==> config.mk <==
export PLATFORM = sky130hd
export DESIGN_NAME = dual_stack_ctrl_flat
export DESIGN_NICKNAME = d
export VERILOG_FILES = /design/src/rtl/dual_stack_ctrl_if.sv /design/src/rtl/dual_stack_ctrl.sv /design/src/flat_wrapper.sv
export SDC_FILE = /design/constraint.sdc
export NUM_CORES = 1
export LEC_CHECK = 0
export ABC_AREA = 0
export BUFFER_PORTS_ARGS = -buffer_cell sky130_fd_sc_hd__clkbuf_2
export CORE_UTILIZATION = 43
export CTS_BUF_LIST = sky130_fd_sc_hd__clkbuf_4 sky130_fd_sc_hd__clkbuf_8 sky130_fd_sc_hd__clkbuf_16
export DETAILED_ROUTE_END_ITERATION = 6
export GPL_TIMING_DRIVEN = 0
export HOLD_SLACK_MARGIN = 0.05
export PLACE_DENSITY = 0.66
export SYNTH_ARGS = -nofsm -noshare
export SYNTH_HDL_FRONTEND = slang
export SYNTH_SLANG_ARGS = --single-unit
==> constraint.sdc <==
create_clock -name clk -period 2.05 [get_ports clk]
set_clock_uncertainty 0.15 [all_clocks]
set_input_delay 0.205 -clock clk [delete_from_list [all_inputs] [get_ports clk]]
set_output_delay 0.205 -clock clk [all_outputs]
set_load 0.01 [all_outputs]
==> src/rtl/dual_stack_ctrl_if.sv <==
// Host-side channel of dual_stack_ctrl: a command channel (valid/ready with
// opcode, stack select and push word) and a response channel (valid/ready
// with result word and reject flag).
//   master : host side, drives cmd_* payload/valid and rsp_ready
//   slave  : controller side, drives cmd_ready and rsp_* payload/valid
interface dual_stack_ctrl_if #(
  parameter int unsigned WIDTH = 8
) ();

  // Command channel
  logic             cmd_valid;
  logic             cmd_ready;
  logic [1:0]       cmd_op;
  logic             cmd_sel;
  logic [WIDTH-1:0] cmd_data;

  // Response channel
  logic             rsp_valid;
  logic             rsp_ready;
  logic [WIDTH-1:0] rsp_data;
  logic             rsp_err;

  modport master (
    output cmd_valid, cmd_op, cmd_sel, cmd_data, rsp_ready,
    input  cmd_ready, rsp_valid, rsp_data, rsp_err
  );

  modport slave (
    input  cmd_valid, cmd_op, cmd_sel, cmd_data, rsp_ready,
    output cmd_ready, rsp_valid, rsp_data, rsp_err
  );

endinterface

==> src/rtl/dual_stack_ctrl.sv <==
// Command front end for the dual_stack pair. Accepts one host command at a
// time, guards it against the stack full/empty flags, sequences the
// stack_select/push/pop/data_in strobes, and returns the result on the
// response channel. MOVE is split into a pop cycle and a push cycle.
//   clk, rst            : clock, synchronous active-high reset
//   host (slave)        : cmd_* in, cmd_ready out, rsp_* out, rsp_ready in
//   err_count           : saturating count of rejected commands
//   stack_select, push,
//   pop, data_in        : registered strobes to the stack pair
//   data_out            : top-of-stack word from the pair
//   s1/s2_empty/full    : stack flags from the pair
module dual_stack_ctrl #(
  parameter int unsigned WIDTH = 8
) (
  input  logic                  clk,
  input  logic                  rst,
  dual_stack_ctrl_if.slave      host,
  output logic [7:0]            err_count,
  output logic                  stack_select,
  output logic                  push,
  output logic                  pop,
  output logic [WIDTH-1:0]      data_in,
  input  logic [WIDTH-1:0]      data_out,
  input  logic                  s1_empty,
  input  logic                  s1_full,
  input  logic                  s2_empty,
  input  logic                  s2_full
);

  localparam int unsigned CNT_W   = 8;
  localparam int unsigned FLAGS_W = 4;
  localparam logic [CNT_W-1:0] CNT_MAX = '1;

  typedef enum logic [2:0] {
    ST_IDLE  = 3'd0,
    ST_SEL   = 3'd1,
    ST_EXEC  = 3'd2,
    ST_MPUSH = 3'd3,
    ST_RESP  = 3'd4
  } state_t;

  typedef enum logic [1:0] {
    OP_STATUS = 2'b00,
    OP_PUSH   = 2'b01,
    OP_POP    = 2'b10,
    OP_MOVE   = 2'b11
  } op_t;

  // Registered state and latched command
  state_t           state_q,        state_d;
  op_t              op_q,           op_d;
  logic             sel_q,          sel_d;
  logic [WIDTH-1:0] wdata_q,        wdata_d;

  // Registered outputs
  logic             rsp_valid_q,    rsp_valid_d;
  logic             rsp_err_q,      rsp_err_d;
  logic [WIDTH-1:0] rsp_data_q,     rsp_data_d;
  logic [CNT_W-1:0] err_count_q,    err_count_d;
  logic             stack_select_q, stack_select_d;
  logic             push_q,         push_d;
  logic             pop_q,          pop_d;
  logic [WIDTH-1:0] data_in_q,      data_in_d;

  // Guard decode against the latched target/source stack
  logic             tgt_empty_c;
  logic             tgt_full_c;
  logic             dst_full_c;
  logic             reject_c;
  logic [WIDTH-1:0] status_c;

  assign tgt_empty_c = sel_q ? s2_empty : s1_empty;
  assign tgt_full_c  = sel_q ? s2_full  : s1_full;
  assign dst_full_c  = sel_q ? s1_full  : s2_full;
  assign status_c    = WIDTH'({s2_full, s2_empty, s1_full, s1_empty});

  // Reject decision made in SEL; STATUS is always accepted
  always_comb begin
    reject_c = 1'b0;
    unique case (op_q)
      OP_PUSH:   reject_c = tgt_full_c;
      OP_POP:    reject_c = tgt_empty_c;
      OP_MOVE:   reject_c = tgt_empty_c | dst_full_c;
      default:   reject_c = 1'b0;
    endcase
  end

  // Next-state and next-output logic; outputs are computed one state ahead
  // so every output port comes straight from a flop.
  always_comb begin
    state_d        = state_q;
    op_d           = op_q;
    sel_d          = sel_q;
    wdata_d        = wdata_q;
    rsp_valid_d    = rsp_valid_q;
    rsp_err_d      = rsp_err_q;
    rsp_data_d     = rsp_data_q;
    err_count_d    = err_count_q;
    stack_select_d = stack_select_q;
    push_d         = 1'b0;
    pop_d          = 1'b0;
    data_in_d      = data_in_q;

    unique case (state_q)
      ST_IDLE: begin
        if (host.cmd_valid) begin
          op_d           = op_t'(host.cmd_op);
          sel_d          = host.cmd_sel;
          wdata_d        = host.cmd_data;
          stack_select_d = host.cmd_sel;
          state_d        = ST_SEL;
        end
      end

      ST_SEL: begin
        if (reject_c) begin
          if (err_count_q != CNT_MAX) begin
            err_count_d = err_count_q + CNT_W'(1);
          end
          rsp_valid_d = 1'b1;
          rsp_err_d   = 1'b1;
          rsp_data_d  = '0;
          state_d     = ST_RESP;
        end else begin
          unique case (op_q)
            OP_PUSH: begin
              push_d    = 1'b1;
              data_in_d = wdata_q;
            end
            OP_POP, OP_MOVE: pop_d = 1'b1;
            default: ;
          endcase
          state_d = ST_EXEC;
        end
      end

      // data_out has been stable since SEL, so the word is taken here,
      // at the same edge the pop lands in the stack.
      ST_EXEC: begin
        rsp_err_d = 1'b0;
        unique case (op_q)
          OP_MOVE: begin
            stack_select_d = ~sel_q;
            push_d         = 1'b1;
            data_in_d      = data_out;
            state_d        = ST_MPUSH;
          end
          OP_PUSH: begin
            rsp_data_d  = wdata_q;
            rsp_valid_d = 1'b1;
            state_d     = ST_RESP;
          end
          OP_POP: begin
            rsp_data_d  = data_out;
            rsp_valid_d = 1'b1;
            state_d     = ST_RESP;
          end
          default: begin
            rsp_data_d  = status_c;
            rsp_valid_d = 1'b1;
            state_d     = ST_RESP;
          end
        endcase
      end

      // data_in_q still carries the moved word during the push cycle
      ST_MPUSH: begin
        rsp_data_d  = data_in_q;
        rsp_err_d   = 1'b0;
        rsp_valid_d = 1'b1;
        state_d     = ST_RESP;
      end

      ST_RESP: begin
        if (host.rsp_ready) begin
          rsp_valid_d = 1'b0;
          state_d     = ST_IDLE;
        end
      end

      default: state_d = ST_IDLE;
    endcase
  end

  // State and output registers
  always_ff @(posedge clk) begin
    if (rst) begin
      state_q        <= ST_IDLE;
      op_q           <= OP_STATUS;
      sel_q          <= 1'b0;
      wdata_q        <= '0;
      rsp_valid_q    <= 1'b0;
      rsp_err_q      <= 1'b0;
      rsp_data_q     <= '0;
      err_count_q    <= '0;
      stack_select_q <= 1'b0;
      push_q         <= 1'b0;
      pop_q          <= 1'b0;
      data_in_q      <= '0;
    end else begin
      state_q        <= state_d;
      op_q           <= op_d;
      sel_q          <= sel_d;
      wdata_q        <= wdata_d;
      rsp_valid_q    <= rsp_valid_d;
      rsp_err_q      <= rsp_err_d;
      rsp_data_q     <= rsp_data_d;
      err_count_q    <= err_count_d;
      stack_select_q <= stack_select_d;
      push_q         <= push_d;
      pop_q          <= pop_d;
      data_in_q      <= data_in_d;
    end
  end

  // Ready is an IDLE decode masked by reset, so it is low while reset is
  // held and high in the very first cycle after reset releases.
  assign host.cmd_ready = (state_q == ST_IDLE) && !rst;
  assign host.rsp_valid = rsp_valid_q;
  assign host.rsp_err   = rsp_err_q;
  assign host.rsp_data  = rsp_data_q;
  assign err_count      = err_count_q;
  assign stack_select   = stack_select_q;
  assign push           = push_q;
  assign pop            = pop_q;
  assign data_in        = data_in_q;

  // Strobe sanity: never both, and only from EXEC or MPUSH
  a_no_push_and_pop: assert property (@(posedge clk) disable iff (rst)
    !(push_q && pop_q));
  a_strobe_state: assert property (@(posedge clk) disable iff (rst)
    (push_q || pop_q) |-> (state_q == ST_EXEC || state_q == ST_MPUSH));

endmodule

==> src/flat_wrapper.sv <==
// flat-port wrapper written by rule: the top's interface ports become plain ports
module dual_stack_ctrl_flat 
#(
  parameter int unsigned WIDTH = 8
)
  (clk, rst, err_count, stack_select, push, pop, data_in, data_out, s1_empty, s1_full, s2_empty, s2_full, host_cmd_valid, host_cmd_op, host_cmd_sel, host_cmd_data, host_rsp_ready, host_cmd_ready, host_rsp_valid, host_rsp_data, host_rsp_err);
  dual_stack_ctrl_if #(.WIDTH(WIDTH)) host_i ();
  input  logic clk;
  input  logic rst;
  output logic [7:0] err_count;
  output logic stack_select;
  output logic push;
  output logic pop;
  output logic [WIDTH-1:0] data_in;
  input  logic [WIDTH-1:0] data_out;
  input  logic s1_empty;
  input  logic s1_full;
  input  logic s2_empty;
  input  logic s2_full;
  input wire logic [$bits(host_i.cmd_valid)-1:0] host_cmd_valid;
  input wire logic [$bits(host_i.cmd_op)-1:0] host_cmd_op;
  input wire logic [$bits(host_i.cmd_sel)-1:0] host_cmd_sel;
  input wire logic [$bits(host_i.cmd_data)-1:0] host_cmd_data;
  input wire logic [$bits(host_i.rsp_ready)-1:0] host_rsp_ready;
  output wire logic [$bits(host_i.cmd_ready)-1:0] host_cmd_ready;
  output wire logic [$bits(host_i.rsp_valid)-1:0] host_rsp_valid;
  output wire logic [$bits(host_i.rsp_data)-1:0] host_rsp_data;
  output wire logic [$bits(host_i.rsp_err)-1:0] host_rsp_err;
  assign host_i.cmd_valid = host_cmd_valid;
  assign host_i.cmd_op = host_cmd_op;
  assign host_i.cmd_sel = host_cmd_sel;
  assign host_i.cmd_data = host_cmd_data;
  assign host_i.rsp_ready = host_rsp_ready;
  assign host_cmd_ready = host_i.cmd_ready;
  assign host_rsp_valid = host_i.rsp_valid;
  assign host_rsp_data = host_i.rsp_data;
  assign host_rsp_err = host_i.rsp_err;
  dual_stack_ctrl #(.WIDTH(WIDTH)) u_core (.clk(clk), .rst(rst), .host(host_i), .err_count(err_count), .stack_select(stack_select), .push(push), .pop(pop), .data_in(data_in), .data_out(data_out), .s1_empty(s1_empty), .s1_full(s1_full), .s2_empty(s2_empty), .s2_full(s2_full));
endmodule
After elaboration in Yosys (flattened, before gate mapping):

Index checks and enable logic that the tools add are counted.

* register bits: 43
* input bits: 27
* output and inout bits: 30
* word-level logic and storage cells: 79

* $add $sub $neg: 1
* equal/unequal tests: 15
* multiplexer cells: 29
* bitwise logic cells: 3
* reductions and logical operators: 19

Operators by type and width (count)
* one-hot mux 8 bit (3 select lines): 2
* 2-to-1 mux 8 bit: 4
* one-hot mux 8 bit (2 select lines): 1
* one-hot mux 3 bit (5 select lines): 1
* 2-to-1 mux 1 bit: 12
* 2-to-1 mux 3 bit: 4
* AND reduction 3 bit: 3
* adder 8 x 1 -> 8 bit (second input constant): 1
* != test 2 bit (second input constant): 4
* != test 8 bit (second input constant): 1
* AND reduction 4 bit: 2
* == test 3 x 2 -> 1 bit (second input constant): 2
* != test 2 x 1 -> 1 bit (second input constant): 3
* one-hot mux 1 bit (2 select lines): 3
* AND reduction 2 bit: 3
* nonzero test 2 bit: 3
* == test 2 bit (second input constant): 2
* one-hot mux 1 bit (4 select lines): 1
* nonzero test 4 bit: 1
* OR reduction 2 bit: 2
* == test 3 x 1 -> 1 bit (second input constant): 1
* == test 3 bit (second input constant): 1
* logical NOT 3 bit: 1
* one-hot mux 1 bit (3 select lines): 1
* 7 further kinds: 8

Depth between registers and ports, before layout:

Gate-level depths: netlist of run 1.

* depth after elaboration: 5
* mapped depth: 9

Worst setup path after synthesis of run 1:

Ideal clock, no wire load.

* path kind: register to register
* start: reg u_core.op_q[1]
* end: reg u_core.data_in_q[0] (netlist: u_core.data_in[0])
* setup time: 0.121 ns
* data arrival time: 1.995 ns
* required time: 1.779 ns
* path slack: -0.216 ns
* cell stages (with the launch flop): 10
* period minus slack after synthesis: 2.266 ns
* cells stage by stage: dfxtp_1 inv_1 ha_1 buf_2 a221o_1 o21ai_1 a21oi_1 o21a_1 buf_2 mux2_2

* word-level cells in the longest chain between the ends: 4
* elaborated cells between the ends (all ways): 8
* classes of those cells: eq/ne (6); mux (1); reduce/logical (1)

RTL lines
* from (decl): RTL line dual_stack_ctrl.sv:51 `op_t op_q, op_d;`
* from (signal assigned): RTL line dual_stack_ctrl.sv:202 `op_q <= op_d;`
* == test 2 bit (tied with other cells): RTL line dual_stack_ctrl.sv:80, dual_stack_ctrl.sv:141
* one-hot mux 1 bit (3 select lines): RTL line dual_stack_ctrl.sv:80 `unique case (op_q)`
* != test 2 bit (no source line)
* AND reduction 4 bit (no source line) (*)
* to (signal assigned): RTL line dual_stack_ctrl.sv:212 `data_in_q <= data_in_d;`
* to (decl): RTL line dual_stack_ctrl.sv:63 `logic [WIDTH-1:0] data_in_q, data_in_d;`

Every way passes the cells marked *; elsewhere a longest branch is shown, timed or not.
A chain may end at the register's enable or synchronous reset.

Worst setup path after layout of run 1:

* start: reg u_core.op_q[1]
* end: reg u_core.data_in_q[7] (netlist: u_core.data_in[7])

The elaborated chain is that of the path after synthesis.

==> flow_metrics.py, run 1 <==
metrics = {
    "run_status": {
        "outcome": "complete, but fails checks",
        "violations": "setup timing",
    },
    "sta": {
        "fin_crit_sh": 1.052,
        "hold_viol_final": 0,
        "rsz0062_at_grt": "true",
        "fmax_ghz": 0.4636,
        "relSlewSlack": 0.5681,
        "drv_slew": 0,
        "worst_pin_slew_ns": 0.6454,
        "final-setup-viol-count": 23,
        "hold_ws_ns": 0.1086,
        "period_minus_slack_ns": 2.157,
        "setup_ws_ns": -0.1072,
    },
    "power": {
        "power_switching_uw": 541.1,
        "combinationalPowerShare": 0.179,
        "p_seq_frac": 0.433,
        "ir_drop_mv": 0.3530,
        "switching_share": 0.2605,
        "clkPwrFrac": 0.388,
        "leakagePower_uw": 0.001242,
        "internal_power_uw": 1536,
        "p_per_area_nw_per_um2": 667.2,
    },
    "floorplanning": {
        "fp-row-count": 25,
        "dieWidth_um": 72.95,
        "die_h_um": 72.95,
        "io_pins": 57,
        "start_util": 0.4523,
        "core_area_um2": 4786,
        "dieArea_um2": 5322,
    },
    "synthesis": {
        "synthDistinctLibCells": 44,
        "ys_seq_area_frac": 0.3977,
        "ys_ff_latch": 43,
        "syn_area_um2": 2165,
        "syn_avg_cell_area_um2": 8.522,
        "syn_nets": 286,
        "yosysWarnings": 0,
        "synth_cells": 254,
    },
    "clocking": {
        "clk_latency_ns": 0.30,
        "cts_tree": "done",
        "path_clk_slew_ns": 0.09,
        "htree_levels": 2,
        "cts-root-buf": "clkbuf_8",
        "cts_made_buffers": 5,
        "clk_path_buf_depth": 2,
        "clock-sinks": 43,
    },
    "detailed_routing": {
        "first_pass_iters": 4,
        "via_per_inst": 5.391,
        "routed_wl_um": 6241,
        "drtIter0Drc": 132,
        "drtAntennaViolNets": 0,
        "wl_per_cell_um": 15.26,
        "vias": 2205,
        "drt_drc_violations_left": 0,
    },
    "hold_path": {
        "hp-class": "in2reg",
    },
    "final_layout": {
        "nets": 373,
        "final_util": 0.6505,
        "fill_cells": 420,
        "area_growth_pct": 43.82,
        "layout-drive-gt1-share": 0.3772,
        "diodes": 0,
        "final_cells": 409,
        "stdcell_area_um2": 3113,
    },
    "worst_setup_path": {
        "end_kind": "flip-flop",
        "required_ns": 2.08,
        "cp_max_fo": 8,
        "critPathLaunchType": "flip-flop",
        "critPathKind": "reg2reg",
        "crit_arrival_ns": 2.19,
    },
    "placed_design": {
        "routabilityCongestion": 0.8219,
        "dpl_cell_area_um2": 2579,
        "post-place-ws_ns": -0.2717,
        "dp_cells": 377,
        "portBuffers": 56,
        "dp_hpwl_um": 4147,
    },
    "global_route": {
        "grt_pass1_vias": 2002,
        "overflow": 0,
        "track_usage": 0.2449,
        "grt_pass1_wl_um": 9867,
        "grt_antenna_before_repair": 0,
        "grt_start_max_net_pins": 14,
    },
    "flow_run": {
        "drv_cap": 0,
    },
}
==> power by group through the flow <==
stage	Sequential (uW)	Combinational [uW]	Clock, uW
final	899	372	805
after global routing	904	408	843
after CTS	898	348	818
after detailed placement	914	298	0
after global placement	913	294	0
after floorplan	916	194	0
==> critical path: stages (launching register included) <==
cell and delay, ns:
dfxtp_4 0.39, inv_4 0.05, ha_4 0.15, buf_6 0.11, a221o_1 0.32, o21ai_4 0.14
a21oi_4 0.10, o21a_1 0.19, buf_6 0.14, mux2_4 0.30
==> layer usage <==
| metal | track usage | vias up | wire length, um |
|---|---|---|---|
| met1 | 0.3285 | 1043 | 2907 |
| met4 | 0.06536 | 0 | 67 |
| li1 | - | 1089 | - |
| met5 | 0 | - | 0 |
| met2 | 0.4081 | 66 | 3014 |
| met3 | 0.04006 | 7 | 251 |
==> Yosys cell counts, drive strengths merged <==
master,n,area share
dfxtp,43,0.40
nand2,30,0.052
nor2,26,0.046
a21oi,21,0.049
nor2b,12,0.035
a211oi,11,0.040
mux2,11,0.057
nor3,11,0.025
mux2i,10,0.046
buf,9,0.024
a22oi,8,0.028
clkbuf,8,0.014
inv,6,0.010
o21ai,6,0.014
a22o,5,0.020
ha,5,0.029
a32oi,4,0.016
nand3,3,0.0069
or3,3,0.0087
a2111oi,2,0.0081
nand4,2,0.0058
nor4,2,0.0058
o21a,2,0.0069
a2111o,1,0.0052
a21o,1,0.0040
a221o,1,0.0046
a311oi,1,0.0040
a31oi,1,0.0029
a41o,1,0.0046
and2,1,0.0029
and3,1,0.0029
and4,1,0.0040
nand3b,1,0.0035
or2,1,0.0029
or2b,1,0.0035
or3b,1,0.0052
xnor2,1,0.0040
==> through the flow <==
step / TNS (ns) / power (uW)
6_report: -1.321 / 2077
5_1_grt: -3.117 / 2155
4_1_cts: -1.204 / 2064
3_5_place_dp: -4.718 / 1212
3_3_place_gp: -3.789 / 1207
2_1_floorplan: -0.01992 / 1110
==> sequential cells by signal (all words and copies together) (netlist names) <==
register               flops
u_core.op_q                2
u_core.host.rsp_valid      1
u_core.stack_select        1
u_core.data_in             8
u_core.host.rsp_err        1
u_core.state_q             3
u_core.sel_q               1
u_core.pop                 1
u_core.err_count           8
u_core.wdata_q             8
u_core.push                1
u_core.host.rsp_data       8
==> placed cells by master (no fill, tap or decap), types with 2 or more instances in the layout <==
cell type / synthesis / layout
dlygate4sd3_1: 0 / 12
ha_1: 5 / 2
dfxtp_4: 0 / 2
nor4_1: 2 / 2
mux2_2: 10 / 9
a21oi_2: 0 / 2
bufinv_16: 0 / 2
nor2b_1: 12 / 12
ha_4: 0 / 3
clkbuf_8: 0 / 5
nor3_1: 11 / 11
mux2i_1: 10 / 10
o21ai_0: 4 / 3
o21a_1: 2 / 2
a21oi_1: 21 / 18
buf_6: 1 / 7
dfxtp_2: 0 / 2
nand2_1: 30 / 30
inv_1: 6 / 5
nand4_1: 2 / 2
o21ai_4: 0 / 3
a22oi_1: 8 / 8
clkbuf_1: 8 / 4
a22o_1: 5 / 5
buf_4: 1 / 13
clkbuf_2: 0 / 59
a32oi_1: 4 / 4
nor2_1: 25 / 24
dfxtp_1: 43 / 39
a211oi_2: 1 / 9
or3_1: 3 / 3
nand3_1: 3 / 3
==> path summary, 6_finish.rpt <==
kind	startpoint	endpoint	slack, ns	cells past startpoint
max	u_core.op_q[1]$_SDFFE_PP0P_	u_core.data_in[7]$_SDFFE_PP0P_	-0.11	9
min	host_cmd_valid	u_core.wdata_q[4]$_SDFFE_PP0P_	0.11	4
max reg2reg	u_core.op_q[1]$_SDFFE_PP0P_	u_core.data_in[7]$_SDFFE_PP0P_	-0.11	9
min reg2reg	u_core.host.rsp_valid$_SDFFE_PP0P_	u_core.host.rsp_valid$_SDFFE_PP0P_	0.33	1
==> cell families (layout without fill, tap and decap cells) <==
group,after synthesis,in the layout,share of synthesized area
AO/OA/AOI/OAI,65,65,0.2075
XOR/XNOR,1,1,0.004047
adder cells (fa/ha/maj),5,5,0.02890
buffers and inverters,23,111,0.04798
flip-flops,43,43,0.3977
multiplexers,21,21,0.1035
AND/OR/NAND/NOR,96,96,0.2104
==> layout make-up <==
cell class / instances / area (um^2) / share of cell area
Inverter: 6 / 25.02 / 0.008039
Clock inverter: 2 / 60.06 / 0.01929
Buffer: 14 / 91.34 / 0.02934
Multi-Input combinational cell: 188 / 1381 / 0.4437
Sequential cell: 43 / 870.8 / 0.2797
Tap cell: 67 / 83.83 / 0.02693
Timing Repair Buffer: 83 / 524.3 / 0.1684
Clock buffer: 6 / 76.32 / 0.02452
==> repair_timing <==
action / in CTS / in global routing
hold endpoints to repair: 12 / 0
buffers inserted: 8 / 5
cloned: 1 / 1
gates resized for setup: 24 / 27
setup endpoints to repair: 26 / 34
hold buffers: 12 / 0
pin swaps: 11 / 15
Power figures use the tool's default switching activity.
==> run 2, diff against run 1 <==
--- a/config.mk
+++ b/config.mk
@@ -12,7 +12,7 @@
 export DETAILED_ROUTE_END_ITERATION = 6
 export GPL_TIMING_DRIVEN = 0
 export HOLD_SLACK_MARGIN = 0.05
-export PLACE_DENSITY = 0.66
+export PLACE_DENSITY_LB_ADDON = 0.25
 export SYNTH_ARGS = -nofsm -noshare
 export SYNTH_HDL_FRONTEND = slang
 export SYNTH_SLANG_ARGS = --single-unit
==> run 2 against run 1 <==
The flow still finishes with violations (setup timing). Sequential cell count is the same. First-iteration DRC count rose by 15%. Register-to-register slack better by 0.02 ns. Sequential power about the same. Final area shrank 2.8%. Wire length fell by 3.7%. Non-clock buffer count increased by 1. Die area unchanged. Power is 13% lower. Combinational power down 1%. Final cell count rose by 0.24%. Sequential share of layout area up 0.81 points. Critical path type unchanged.
==> flow_metrics.py, run 2 (synthesis results as in run 1) <==
metrics = {
    "sta": {
        "period_minus_slack_ns": 2.134,
        "drv_slew": 0,
        "fin_crit_sh": 1.041,
        "fmax_ghz": 0.4686,
        "hold_ws_ns": 0.1339,
        "hold_viol_final": 0,
        "fin_tns_setup_ns": -0.9835,
        "setup_ws_ns": -0.08423,
        "worst_pin_slew_ns": 0.6048,
        "final-setup-viol-count": 19,
        "rsz0062_at_grt": "true",
        "relSlewSlack": 0.5968,
    },
    "run_status": {
        "violations": "setup timing",
        "outcome": "complete, but fails checks",
    },
    "clocking": {
        "cts_made_buffers": 5,
        "clk_latency_ns": 0.30,
        "clk_path_buf_depth": 2,
        "path_clk_slew_ns": 0.09,
        "htree_levels": 2,
        "cts_tree": "done",
        "cts-root-buf": "clkbuf_8",
        "clock-sinks": 43,
    },
    "power": {
        "leakagePower_uw": 0.001207,
        "ir_drop_mv": 0.3271,
        "p_per_area_nw_per_um2": 598.9,
        "totalPowerFinal_uw": 1812,
    },
    "global_route": {
        "grt_antenna_before_repair": 0,
        "grt_start_max_net_pins": 15,
        "grt-busiest-layer": "met2",
        "met3_usage": 0.04006,
        "overflow": 0,
        "grt_pass1_vias": 1974,
        "track_usage": 0.2444,
        "grt_use_met2": 0.3832,
        "met1_usage": 0.3359,
        "grt_pass1_wl_um": 9742,
    },
    "worst_setup_path": {
        "reg2reg_to": "u_core.host.rsp_data[2]$_SDFFE_PP0P_",
        "path_buf_inv": 2,
        "critPathLaunchType": "flip-flop",
        "required_ns": 2.14,
        "r2r-start": "u_core.op_q[1]$_SDFFE_PP0P_",
        "end_kind": "flip-flop",
        "crit_arrival_ns": 2.22,
        "cp_max_fo": 6,
        "crit_chain": "buf_6, ha_4, a22o_1, o21ai_4, a2111oi_4, or2_1, buf_6, a211oi_2",
        "critPathKind": "reg2reg",
        "crit_top_cell": "buf_6",
        "slowest_delay_ns": 0.34,
        "r2r_cells": 8,
        "cp_top_family": "compound AO/OA/AOI/OAI gates",
        "regToRegSetupSlack_ns": -0.08,
        "crit_slowest_cell": "dfxtp_2",
    },
    "detailed_routing": {
        "vias": 2192,
        "routed_wl_um": 6011,
        "drt_drc_violations_left": 0,
        "via_per_inst": 5.346,
        "first_pass_iters": 4,
        "drtIter0Drc": 152,
        "drtAntennaViolNets": 0,
        "wl_per_cell_um": 14.66,
    },
    "floorplanning": {
        "dieWidth_um": 72.95,
        "start_util": 0.4523,
        "fp-row-count": 25,
        "dieArea_um2": 5322,
        "io_pins": 57,
        "die_h_um": 72.95,
        "core_area_um2": 4786,
    },
    "final_layout": {
        "mostFrequentLayoutCell": "clkbuf_2",
        "nets": 374,
        "diodes": 0,
        "layout-drive-gt1-share": 0.3673,
        "fill_cells": 444,
        "final_cell_mix": "clkbuf_2 (59), dfxtp_1 (39), nand2_1 (30)",
        "final_util": 0.6322,
        "area_growth_pct": 39.77,
    },
    "placed_design": {
        "routabilityCongestion": 0.8297,
        "post-place-ws_ns": -0.2653,
        "portBuffers": 56,
        "dp_hpwl_um": 4053,
    },
    "hold_path": {
        "worstHoldStart": "host_cmd_valid",
        "hold_path_depth": 4,
        "hp-class": "in2reg",
        "min_to": "u_core.wdata_q[4]$_SDFFE_PP0P_",
    },
    "flow_run": {
        "drv_cap": 0,
    },
}
run 2: cell types whose count changed in the layout (fill, tap and decap cells not counted), sizes merged:
cell and delta:
clkbuf -1, clkinvlp +2, bufinv -2, buf +1, clkinv +1
run 2: layout make-up:
type / instances / area (um^2) / share of cell area
inverters: 6 / 22.52 / 0.007444
repair buffers: 85 / 533.0 / 0.1762
well taps: 67 / 83.83 / 0.02771
plain buffers: 13 / 80.08 / 0.02647
clock inverters: 3 / 20.02 / 0.006617
flip-flops and latches: 43 / 870.8 / 0.2878
multi-input cells: 188 / 1346 / 0.4450
clock buffers: 5 / 68.82 / 0.02275
run 2: tightest hold or removal path, delay by kind of cell:
family,cells,cell delay [ns]
compound gates,1,0.06
buf+inv,1,0.11
simple gates,2,0.18
run 2: per-layer routing:
metal  part of all wire  up-vias  wire length, um
li1                   -     1089                -
met1               0.44     1015             2659
met2               0.48       79             2860
met3              0.066        9              399
met4              0.015        0               92
met5                  0        -                0
run 2: what timing repair did:
item,CTS,global route
hold buffers,12,0
setup endpoints to repair,26,33
endpoints found under the hold margin,13,0
gates resized for setup,30,9
cloned,2,0
buffers inserted,7,8
pin swaps,14,10
run 2: report_power, final:
part	internal (uW)	switching [uW]	total [uW]
clock network	237	311	548
registers	870	27.0	896
logic	164	204	368
total	1270	542	1810
run 2: worst max-delay path by stage:
stage / slack [ns] / endpoint / startpoint / cells past startpoint
finish: -0.08 / u_core.host.rsp_data[2]$_SDFFE_PP0P_ / u_core.op_q[1]$_SDFFE_PP0P_ / 8
global route: -0.13 / u_core.host.rsp_valid$_SDFFE_PP0P_ / u_core.op_q[1]$_SDFFE_PP0P_ / 9
CTS: -0.09 / u_core.err_count[5]$_SDFFE_PP0P_ / u_core.state_q[0]$_SDFFE_PP0P_ / 6
detailed placement: -0.27 / u_core.host.rsp_data[2]$_SDFFE_PP0P_ / u_core.op_q[0]$_SDFFE_PP0P_ / 8
global placement: -0.23 / u_core.host.rsp_data[2]$_SDFFE_PP0P_ / u_core.op_q[0]$_SDFFE_PP0P_ / 8
floorplan: -0.02 / u_core.err_count[5]$_SDFFE_PP0P_ / u_core.state_q[1]$_SDFFE_PP0P_ / 6
run 2: metrics by stage:
step,cell area (um^2),instances
2_1_floorplan,2215,254
3_3_place_gp,2579,377
3_5_place_dp,2579,377
4_1_cts,2964,404
5_1_grt,3025,410
6_report,3025,410
==> run 3, diff against run 2 <==
==> constraint.sdc (replaced) <==
create_clock -name clk -period 2.6 [get_ports clk]
set_clock_uncertainty 0.15 [all_clocks]
set_input_delay 0.26 -clock clk [delete_from_list [all_inputs] [get_ports clk]]
set_output_delay 0.26 -clock clk [all_outputs]
set_load 0.01 [all_outputs]
==> run 3 against run 2 <==
Hold slack lost 0.067 ns. Combinational power shrank 35%. First-iteration DRC count shrank 31%. Die area is the same. Largest power group unchanged. The flow now finishes without violations.
==> flow_metrics.py, run 3 (synthesis results as in run 1) <==
metrics = {
    "run_status": {
        "outcome": "completed",
    },
    "power": {
        "leakagePower_uw": 0.001121,
        "power_switching_uw": 391.4,
        "p_per_area_nw_per_um2": 566.7,
        "switching_share": 0.2489,
        "ir_drop_mv": 0.3800,
        "clkPwrFrac": 0.399,
        "internal_power_uw": 1181,
        "combinationalPowerShare": 0.152,
        "p_seq_frac": 0.448,
    },
    "clocking": {
        "cts_tree": "done",
        "clock-sinks": 43,
        "post-cts-setup-buffers": 0,
        "cts_made_buffers": 5,
        "clk_latency_ns": 0.30,
        "htree_levels": 2,
        "clk_path_buf_depth": 2,
        "path_clk_slew_ns": 0.08,
        "cts-root-buf": "clkbuf_8",
    },
    "sta": {
        "period_minus_slack_ns": 2.451,
        "fin_tns_setup_ns": 0,
        "rsz0062_at_grt": "false",
        "hold_ws_ns": 0.06718,
        "hold_viol_final": 0,
        "worst_pin_slew_ns": 0.6145,
        "fin_crit_sh": 0.9428,
        "setup_ws_ns": 0.1488,
        "final-setup-viol-count": 0,
        "fmax_ghz": 0.4080,
        "relSlewSlack": 0.5888,
        "drv_slew": 0,
    },
    "final_layout": {
        "final_cell_mix": "clkbuf_2 (56), dfxtp_1 (43), nand2_1 (30)",
        "fill_cells": 477,
        "nets": 358,
        "diodes": 0,
        "stdcell_area_um2": 2775,
        "seqCellArea_um2": 860.8,
        "area_growth_pct": 28.21,
        "layout-drive-gt1-share": 0.2691,
        "multiInputGateArea_um2": 1214,
        "mostFrequentLayoutCell": "clkbuf_2",
    },
    "worst_setup_path": {
        "cp_top_family": "compound AO/OA/AOI/OAI gates",
        "critPathKind": "reg2reg",
        "setup.worst_path.start": "u_core.op_q[1]$_SDFFE_PP0P_",
        "crit_top_cell": "buf_2",
        "end_kind": "flip-flop",
        "slowest_delay_ns": 0.39,
        "crit_arrival_ns": 2.50,
        "critPathLaunchType": "flip-flop",
        "r2r_cells": 9,
        "path_buf_inv": 3,
        "cp_max_fo": 10,
        "crit_slowest_cell": "dfxtp_1",
        "endpoint": "u_core.data_in[7]$_SDFFE_PP0P_",
        "r2r-start": "u_core.op_q[1]$_SDFFE_PP0P_",
        "crit_chain": "inv_1, ha_1, buf_2, a221o_1, o21ai_2, a21oi_1, o21a_1, buf_2, mux2_2",
        "required_ns": 2.65,
        "reg2reg_to": "u_core.data_in[7]$_SDFFE_PP0P_",
        "path_depth": 9,
        "regToRegSetupSlack_ns": 0.15,
    },
    "global_route": {
        "track_usage": 0.2263,
        "grt_pass1_wl_um": 9073,
        "grt-busiest-layer": "met2",
        "grt_use_met2": 0.3676,
        "overflow": 0,
        "met3_usage": 0.04558,
        "grt_antenna_before_repair": 0,
        "grt_pass1_vias": 1906,
        "met1_usage": 0.3002,
        "grt_start_max_net_pins": 14,
    },
    "placed_design": {
        "routabilityCongestion": 0.7999,
        "dpl_cell_area_um2": 2529,
        "portBuffers": 56,
        "post-place-ws_ns": 0.008606,
        "dp_hpwl_um": 4013,
    },
    "floorplanning": {
        "io_pins": 57,
        "dieArea_um2": 5322,
        "start_util": 0.4523,
        "fp-row-count": 25,
        "core_area_um2": 4786,
        "die_h_um": 72.95,
        "dieWidth_um": 72.95,
    },
    "detailed_routing": {
        "first_pass_iters": 5,
        "routed_wl_um": 5630,
        "drtAntennaViolNets": 0,
        "wl_per_cell_um": 14.29,
        "via_per_inst": 5.208,
        "drt_drc_violations_left": 0,
        "drtIter0Drc": 105,
        "vias": 2052,
    },
    "flow_run": {
        "drv_cap": 0,
    },
    "hold_path": {
        "hp-class": "in2reg",
    },
}
[run 3: cell count changes in the layout (fill, tap and decap cells not counted), moves of 3 or more]
cell / before / now
buf_6: 5 / 1
buf_2: 2 / 5
buf_4: 15 / 1
clkbuf_1: 4 / 7
ha_1: 2 / 5
a211oi_1: 1 / 10
a211oi_2: 9 / 1
clkbuf_2: 59 / 56
ha_4: 3 / 0
dfxtp_1: 39 / 43
[run 3: how the worst min path moves through the flow]
| stage | cells past startpoint | from | slack, ns | endpoint |
|---|---|---|---|---|
| after floorplan | 2 | host_cmd_data[0] | 0.25 | u_core.wdata_q[0]$_SDFFE_PP0P_ |
| after global placement | 1 | u_core.host.rsp_valid$_SDFFE_PP0P_ | 0.30 | u_core.host.rsp_valid$_SDFFE_PP0P_ |
| after detailed placement | 1 | u_core.host.rsp_valid$_SDFFE_PP0P_ | 0.31 | u_core.host.rsp_valid$_SDFFE_PP0P_ |
| after CTS | 3 | host_cmd_sel | 0.05 | u_core.sel_q$_SDFFE_PP0P_ |
| after global routing | 3 | host_cmd_sel | 0.06 | u_core.sel_q$_SDFFE_PP0P_ |
| final | 3 | host_cmd_sel | 0.07 | u_core.sel_q$_SDFFE_PP0P_ |
[run 3: layout make-up]
class / count / share of cell area
multi-input combinational: 188 / 0.4373
sequential: 43 / 0.3102
timing repair buffer: 66 / 0.1371
tap: 67 / 0.03021
buffer: 16 / 0.02795
clock buffer: 6 / 0.02750
clock inverter: 2 / 0.02164
inverter: 6 / 0.008115
[run 3: stage by stage]
step | instances | total power [uW] | util
3_5_place_dp | 377 | 942.2 | 0.5284
5_1_grt | 394 | 1642 | 0.5799
6_report | 394 | 1573 | 0.5799
2_1_floorplan | 254 | 863.2 | -
3_3_place_gp | 377 | 937.7 | 0.5284
4_1_cts | 394 | 1582 | 0.5770
[run 3: power groups by stage]
stage          Clock [uW]  Sequential, uW  Combinational, uW
6_report              628             705                240
5_1_grt               666             708                267
4_1_cts               642             705                235
3_5_place_dp            0             720                222
3_3_place_gp            0             719                219
2_1_floorplan           0             722                142
[run 3: per-layer routing]
metal  part of all wire  vias to the layer above
li1                   -                     1057
met1               0.47                      922
met2               0.47                       64
met3              0.048                        9
met4              0.015                        0
met5                  0                        -
[run 3: timing repair]
item | CTS | global route
hold buffers | 10 | 0
resized for setup | 0 | 4
hold endpoints to repair | 10 | 0
setup endpoints to repair | 8 | 21
[run 3: worst min-delay path, delay by kind of cell]
kind / cells / cell delay [ns]
compound gates: 1 / 0.05
buf+inv: 1 / 0.11
simple gates: 1 / 0.06
